===== config.mk =====
export PLATFORM = sky130hd
export DESIGN_NAME = pc_fetch_unit
export DESIGN_NICKNAME = d
export VERILOG_FILES = /design/src/rtl/pc_fetch_unit.sv
export SDC_FILE = /design/constraint.sdc
export NUM_CORES = 1
export LEC_CHECK = 0
export ABC_AREA = 1
export BUFFER_PORTS_ARGS = -buffer_cell sky130_fd_sc_hd__buf_2
export CAP_MARGIN = 15
export CELL_PAD_IN_SITES_DETAIL_PLACEMENT = 2
export CELL_PAD_IN_SITES_GLOBAL_PLACEMENT = 2
export CORE_ASPECT_RATIO = 0.6
export CORE_UTILIZATION = 37
export DETAILED_ROUTE_END_ITERATION = 12
export PLACE_DENSITY_LB_ADDON = 0.25
export SLEW_MARGIN = 0
export SYNTH_ARGS = -nofsm -noshare
export SYNTH_HDL_FRONTEND = slang
export SYNTH_SLANG_ARGS = --single-unit

===== constraint.sdc =====
create_clock -name clk -period 4.8 [get_ports clk]
set_input_delay 0 -clock clk [delete_from_list [all_inputs] [get_ports clk]]
set_output_delay 0 -clock clk [all_outputs]
set_load 0.01 [all_outputs]

===== src/rtl/pc_fetch_unit.sv =====
// Program counter and instruction-fetch stage for the tp4 pipeline: issues sequential
// fetches to a 1-cycle synchronous memory and buffers the words in a FWFT queue for decode.
module pc_fetch_unit #(
    parameter int unsigned       ADDR_W       = 32,
    parameter int unsigned       DATA_W       = 32,
    parameter int unsigned       PC_STEP      = 4,
    parameter logic [ADDR_W-1:0] RESET_VECTOR = '0,
    parameter int unsigned       FQ_DEPTH     = 4,
    parameter logic [DATA_W-1:0] HALT_WORD    = '1
) (
    input  logic                            clk,
    input  logic                            pc_reset_n,
    input  logic                            pc_enable,
    input  logic                            pc_step,
    output logic                            imem_req,
    output logic [ADDR_W-1:0]               imem_addr,
    input  logic [DATA_W-1:0]               imem_rdata,
    input  logic                            redir_valid,
    input  logic [ADDR_W-1:0]               redir_target,
    output logic                            if_valid,
    input  logic                            if_ready,
    output logic [DATA_W-1:0]               if_instr,
    output logic [ADDR_W-1:0]               if_pc,
    output logic [ADDR_W-1:0]               if_pc_next,
    output logic                            halted,
    output logic [$clog2(FQ_DEPTH+1)-1:0]   fq_count
);
    localparam int unsigned       CNT_W = $clog2(FQ_DEPTH + 1);
    localparam int unsigned       PTR_W = $clog2(FQ_DEPTH);
    localparam logic [ADDR_W-1:0] STEP  = ADDR_W'(PC_STEP);

    logic [ADDR_W-1:0] pc_q, pc_d;
    logic              inflight_q, inflight_d;
    logic [ADDR_W-1:0] inflight_pc_q, inflight_pc_d;
    logic              step_pending_q, step_pending_d;
    logic              halted_q, halted_d;
    logic [PTR_W-1:0]  rd_ptr_q, rd_ptr_d;
    logic [PTR_W-1:0]  wr_ptr_q, wr_ptr_d;
    logic [CNT_W-1:0]  count_q, count_d;

    logic [DATA_W-1:0] fq_instr_q [FQ_DEPTH];
    logic [ADDR_W-1:0] fq_pc_q    [FQ_DEPTH];

    logic halt_hit;
    logic has_credit;
    logic issue;
    logic enq;
    logic pop;

    always_comb begin
        halt_hit   = inflight_q && (imem_rdata == HALT_WORD);
        // The in-flight word already owns a slot; a same-cycle pop does not free one.
        has_credit = (({1'b0, count_q} + (CNT_W+1)'(inflight_q)) < (CNT_W+1)'(FQ_DEPTH));
        issue      = pc_reset_n && (pc_enable || step_pending_q) && !halted_q
                     && !redir_valid && has_credit && !halt_hit;
        enq        = inflight_q && !redir_valid;
        pop        = (count_q != '0) && if_ready;

        pc_d           = pc_q;
        inflight_d     = inflight_q;
        inflight_pc_d  = inflight_pc_q;
        step_pending_d = step_pending_q;
        halted_d       = halted_q;
        rd_ptr_d       = rd_ptr_q;
        wr_ptr_d       = wr_ptr_q;
        count_d        = count_q;

        if (redir_valid) begin
            pc_d           = redir_target;
            inflight_d     = 1'b0;
            step_pending_d = 1'b0;
            halted_d       = 1'b0;
            rd_ptr_d       = '0;
            wr_ptr_d       = '0;
            count_d        = '0;
        end else begin
            inflight_d = issue;
            if (issue) begin
                pc_d          = pc_q + STEP;
                inflight_pc_d = pc_q;
            end
            if (issue) begin
                step_pending_d = 1'b0;
            end else if (pc_step && !pc_enable) begin
                step_pending_d = 1'b1;
            end
            if (halt_hit) begin
                halted_d = 1'b1;
            end
            if (enq) begin
                wr_ptr_d = wr_ptr_q + PTR_W'(1);
            end
            if (pop) begin
                rd_ptr_d = rd_ptr_q + PTR_W'(1);
            end
            count_d = count_q + CNT_W'(enq) - CNT_W'(pop);
        end
    end

    always_ff @(posedge clk or negedge pc_reset_n) begin
        if (!pc_reset_n) begin
            pc_q           <= RESET_VECTOR;
            inflight_q     <= 1'b0;
            inflight_pc_q  <= '0;
            step_pending_q <= 1'b0;
            halted_q       <= 1'b0;
            rd_ptr_q       <= '0;
            wr_ptr_q       <= '0;
            count_q        <= '0;
        end else begin
            pc_q           <= pc_d;
            inflight_q     <= inflight_d;
            inflight_pc_q  <= inflight_pc_d;
            step_pending_q <= step_pending_d;
            halted_q       <= halted_d;
            rd_ptr_q       <= rd_ptr_d;
            wr_ptr_q       <= wr_ptr_d;
            count_q        <= count_d;
        end
    end

    // Queue storage needs no reset: head outputs are masked while the queue is empty.
    always_ff @(posedge clk) begin
        if (enq) begin
            fq_instr_q[wr_ptr_q] <= imem_rdata;
            fq_pc_q[wr_ptr_q]    <= inflight_pc_q;
        end
    end

    assign imem_req   = issue;
    assign imem_addr  = pc_q;
    assign if_valid   = (count_q != '0);
    assign if_instr   = if_valid ? fq_instr_q[rd_ptr_q] : '0;
    assign if_pc      = if_valid ? fq_pc_q[rd_ptr_q] : '0;
    assign if_pc_next = if_pc + STEP;
    assign halted     = halted_q;
    assign fq_count   = count_q;

endmodule


==> metrics.yaml <==
endpoint: "if_pc_next[20]"
reg2regPathDepth: 9
critPathSlowestCell: "inv_4"
worst_pin_slew_ns: 1.08
ctsResizeCount: 0
area_growth_pct: 21.5
grt_pass1_vias: 13800
synth.most_common_cell: "nand2_1"
cts_setup_buffers: 0
core_area_um2: 40500
crit_family: "simple AND/OR/NAND/NOR gates"
p_int_mw: 6.09
path_cells: "inv_4 -> nand2_1 -> nand3_1 -> nand2_1 -> nor2_1 -> ha_1 -> nand2_1 -> nor2_4 -> nand2_2 -> nor2_2 -> nand2_1 -> xor2_1 -> buf_2"
synth.net_count: 1638
rows: 57
synth_top_flop_cell: "edfxtp_1"
cp_common_cell: "nand2_1"
hold_ws_ns: 0.0683
critPathKind: "reg -> out"
skew_ns: 0.0202
diodes: 0
cp-end-kind: "primary output"
placed_cell_area_um2: 16700
grtUsageTotal_pct: 27.0
avgSynthCellArea_um2: 9.77
cts_sinks: 330
period_share_pct: 84.6
layout-drive-gt1-share_pct: 18.1
syn_inst: 1558
route.vias.total: 12500
startpoint: "rd_ptr_q[0]$_DFFE_PN0P_"
drt-pass1-iter-count: 5
hold_path_class: "in -> reg"
arrival_ns: 4.06
yosys-top-cells-count: "nand2_1 (388), edfxtp_1 (256), nor2_1 (221), nand3_1 (136), o21ai_0 (116)"
hold_viol_final: 0
maxSlewViolCount: 0
yosysWarnings: 0
relSlewSlack_pct: 28.1
setup_tns_ns: 0
worst-path-stages: 13
clk_pin_slew_worst_paths_ns: 0.07
clockBufferDepth: 3
netlist_top_cells_area: "edfxtp_1 (50%), dfrtp_1 (12%), nand2_1 (9.6%)"
fmax_mhz: 246
status: "finished clean"
cts_root_buffer: "clkbuf_16"
clk_latency_ns: 0.54
critPathMaxStageDelay_ns: 0.80
drc: 0
netSwitchingFraction_pct: 40.2
ys_types: 32
setup-violations-final: 0
initial_core_util_pct: 37.6
rrSetupSlack_ns: 1.62
pin_count: 204
seqPwrFrac_pct: 38.8
power_density_nw_per_um2: 550
synth_edf_count: 256
p_clk_share_pct: 27.0
die_h_um: 159
cts_tree: "yes"
nNetsFinal: 1890
io_buffers: 203
synth-async-reset-ratio_pct: 22.4
yosysTopAreaCell: "edfxtp_1"
yosysSeqAreaShare_pct: 62.7
grt.overflow.total: 0
htree_levels: 2
synth_top_cell_area_share_pct: 50.5
grt_pass1_wl_mm: 86.3
period_minus_slack_ns: 4.06
place_congestion: 0.854
peakVddDrop_mv: 0.257
drt-initial-drc-count: 697
worstReg2RegEnd: "inflight_pc_q[7]$_DFFE_PN0P_"
p_switching_mw: 4.09
worstPathMaxFanout: 91
maxCapViolations: 0
postRouteAntennaNets: 0
dp_hpwl_mm: 35.6
power_mw: 10.2
die-area_um2: 42000
fin_util_pct: 45.7
crit_required_ns: 4.80
crit_buf_inv: 2
cts_made_buffers: 34
wl_mm: 56.0
netlist_area_um2: 15200
p_leak_nw: 7.66
final.fill_count: 4333
hold_buffers: 70
rsz0062_at_grt: "no"
routedWlPerCell_um: 23.7
final_area_um2: 18500
yosys_register_bits: 330
grt_max_degree: 92
die_w_um: 264
start_kind: "register"
grt_antenna_before_repair: 1
viasPerCell: 5.26
r2r_start: "inflight_q$_DFF_PN0_"
combPwrFrac_pct: 34.2
## power groups by stage
stage          registers [mW]  clock network, mW  logic, mW
2_1_floorplan            3.73                  0       2.09
3_3_place_gp             3.92                  0       3.27
3_5_place_dp             3.98                  0       3.40
4_1_cts                  3.94               2.77       3.49
5_1_grt                  3.98               2.88       3.80
6_report                 3.95               2.75       3.48
## metal layers
| layer | global-route usage [%] | part of all wire, % | vias to the layer above |
|---|---|---|---|
| li1 | - | - | 5690 |
| met1 | 37.0 | 46 | 6416 |
| met2 | 45.2 | 48 | 270 |
| met3 | 4.10 | 4.4 | 75 |
| met4 | 6.58 | 1.8 | 0 |
| met5 | 0 | 0 | - |
## cell type report
cell class	instances	area [µm²]	share of cell area [%]
Clock buffer	45	986	5.33
Clock inverter	17	134	0.724
Inverter	115	434	2.35
Multi-Input combinational cell	1040	4870	26.3
Sequential cell	330	9540	51.6
Tap cell	531	664	3.59
Timing Repair Buffer	289	1860	10.1
## cells by family (layout without fill, tap and decap cells)
family                   Yosys count  after routing  share of synthesized area [%]
AO/OA/AOI/OAI                    165            165                           5.56
XOR/XNOR                          36             36                           2.07
adder cells (fa/ha/maj)           10             10                          0.871
buffers and inverters            188            466                           5.56
flip-flops                       330            330                           62.7
AND/OR/NAND/NOR                  829            829                           23.3
## worst min-delay path by stage
stage                      from  slack (ns)                        end  cells after the start
floorplan            pc_reset_n       -0.30      fq_count[0]$_DFF_PN0_                      0
global placement     pc_reset_n       -0.06  imem_addr[26]$_DFFE_PN0P_                      1
detailed placement   pc_reset_n       -0.06  imem_addr[22]$_DFFE_PN0P_                      1
CTS                 redir_valid        0.02      fq_count[1]$_DFF_PN0_                      3
global route        redir_valid        0.08  imem_addr[21]$_DFFE_PN0P_                      4
finish              redir_valid        0.07  imem_addr[25]$_DFFE_PN0P_                      4
## stage by stage
step           std cells  worst slack, ns
2_1_floorplan       1558            0.998
6_report            2367            0.738
3_5_place_dp        2235             1.38
3_3_place_gp        2235             1.48
5_1_grt             2367            0.448
4_1_cts             2367            0.763
## state kept, by name (all words and copies together), names as in the netlist
register	count
rd_ptr_q	2
inflight_pc_q	32
fq_count	3
halted	1
fq_pc_q	128
step_pending_q	1
fq_instr_q	128
wr_ptr_q	2
inflight_q	1
imem_addr	32
## layout by cell type, fill, tap and decap left out, types with 7 or more instances in the layout
cell type	synthesis	final
nand2_1	388	387
edfxtp_1	256	256
nor2_1	221	217
buf_2	31	202
nand3_1	136	136
o21ai_0	116	116
inv_1	106	104
dfrtp_1	74	72
dlygate4sd3_1	0	69
a21oi_1	41	41
clkbuf_16	0	37
xor2_1	33	33
nor2_2	20	20
nand4_1	19	19
nor3_1	19	19
buf_4	6	16
nor2_4	10	14
inv_2	7	9
ha_1	9	9
o211ai_1	8	8
nand2_2	7	8
clkinv_1	1	7
clkinv_2	0	7
## tightest hold or removal path, cell delays in order
cell and delay, ns:
buf_2 0.10, buf_4 0.28, nand2_1 0.11, nand3_1 0.06
(Power assumes the default switching activity.)
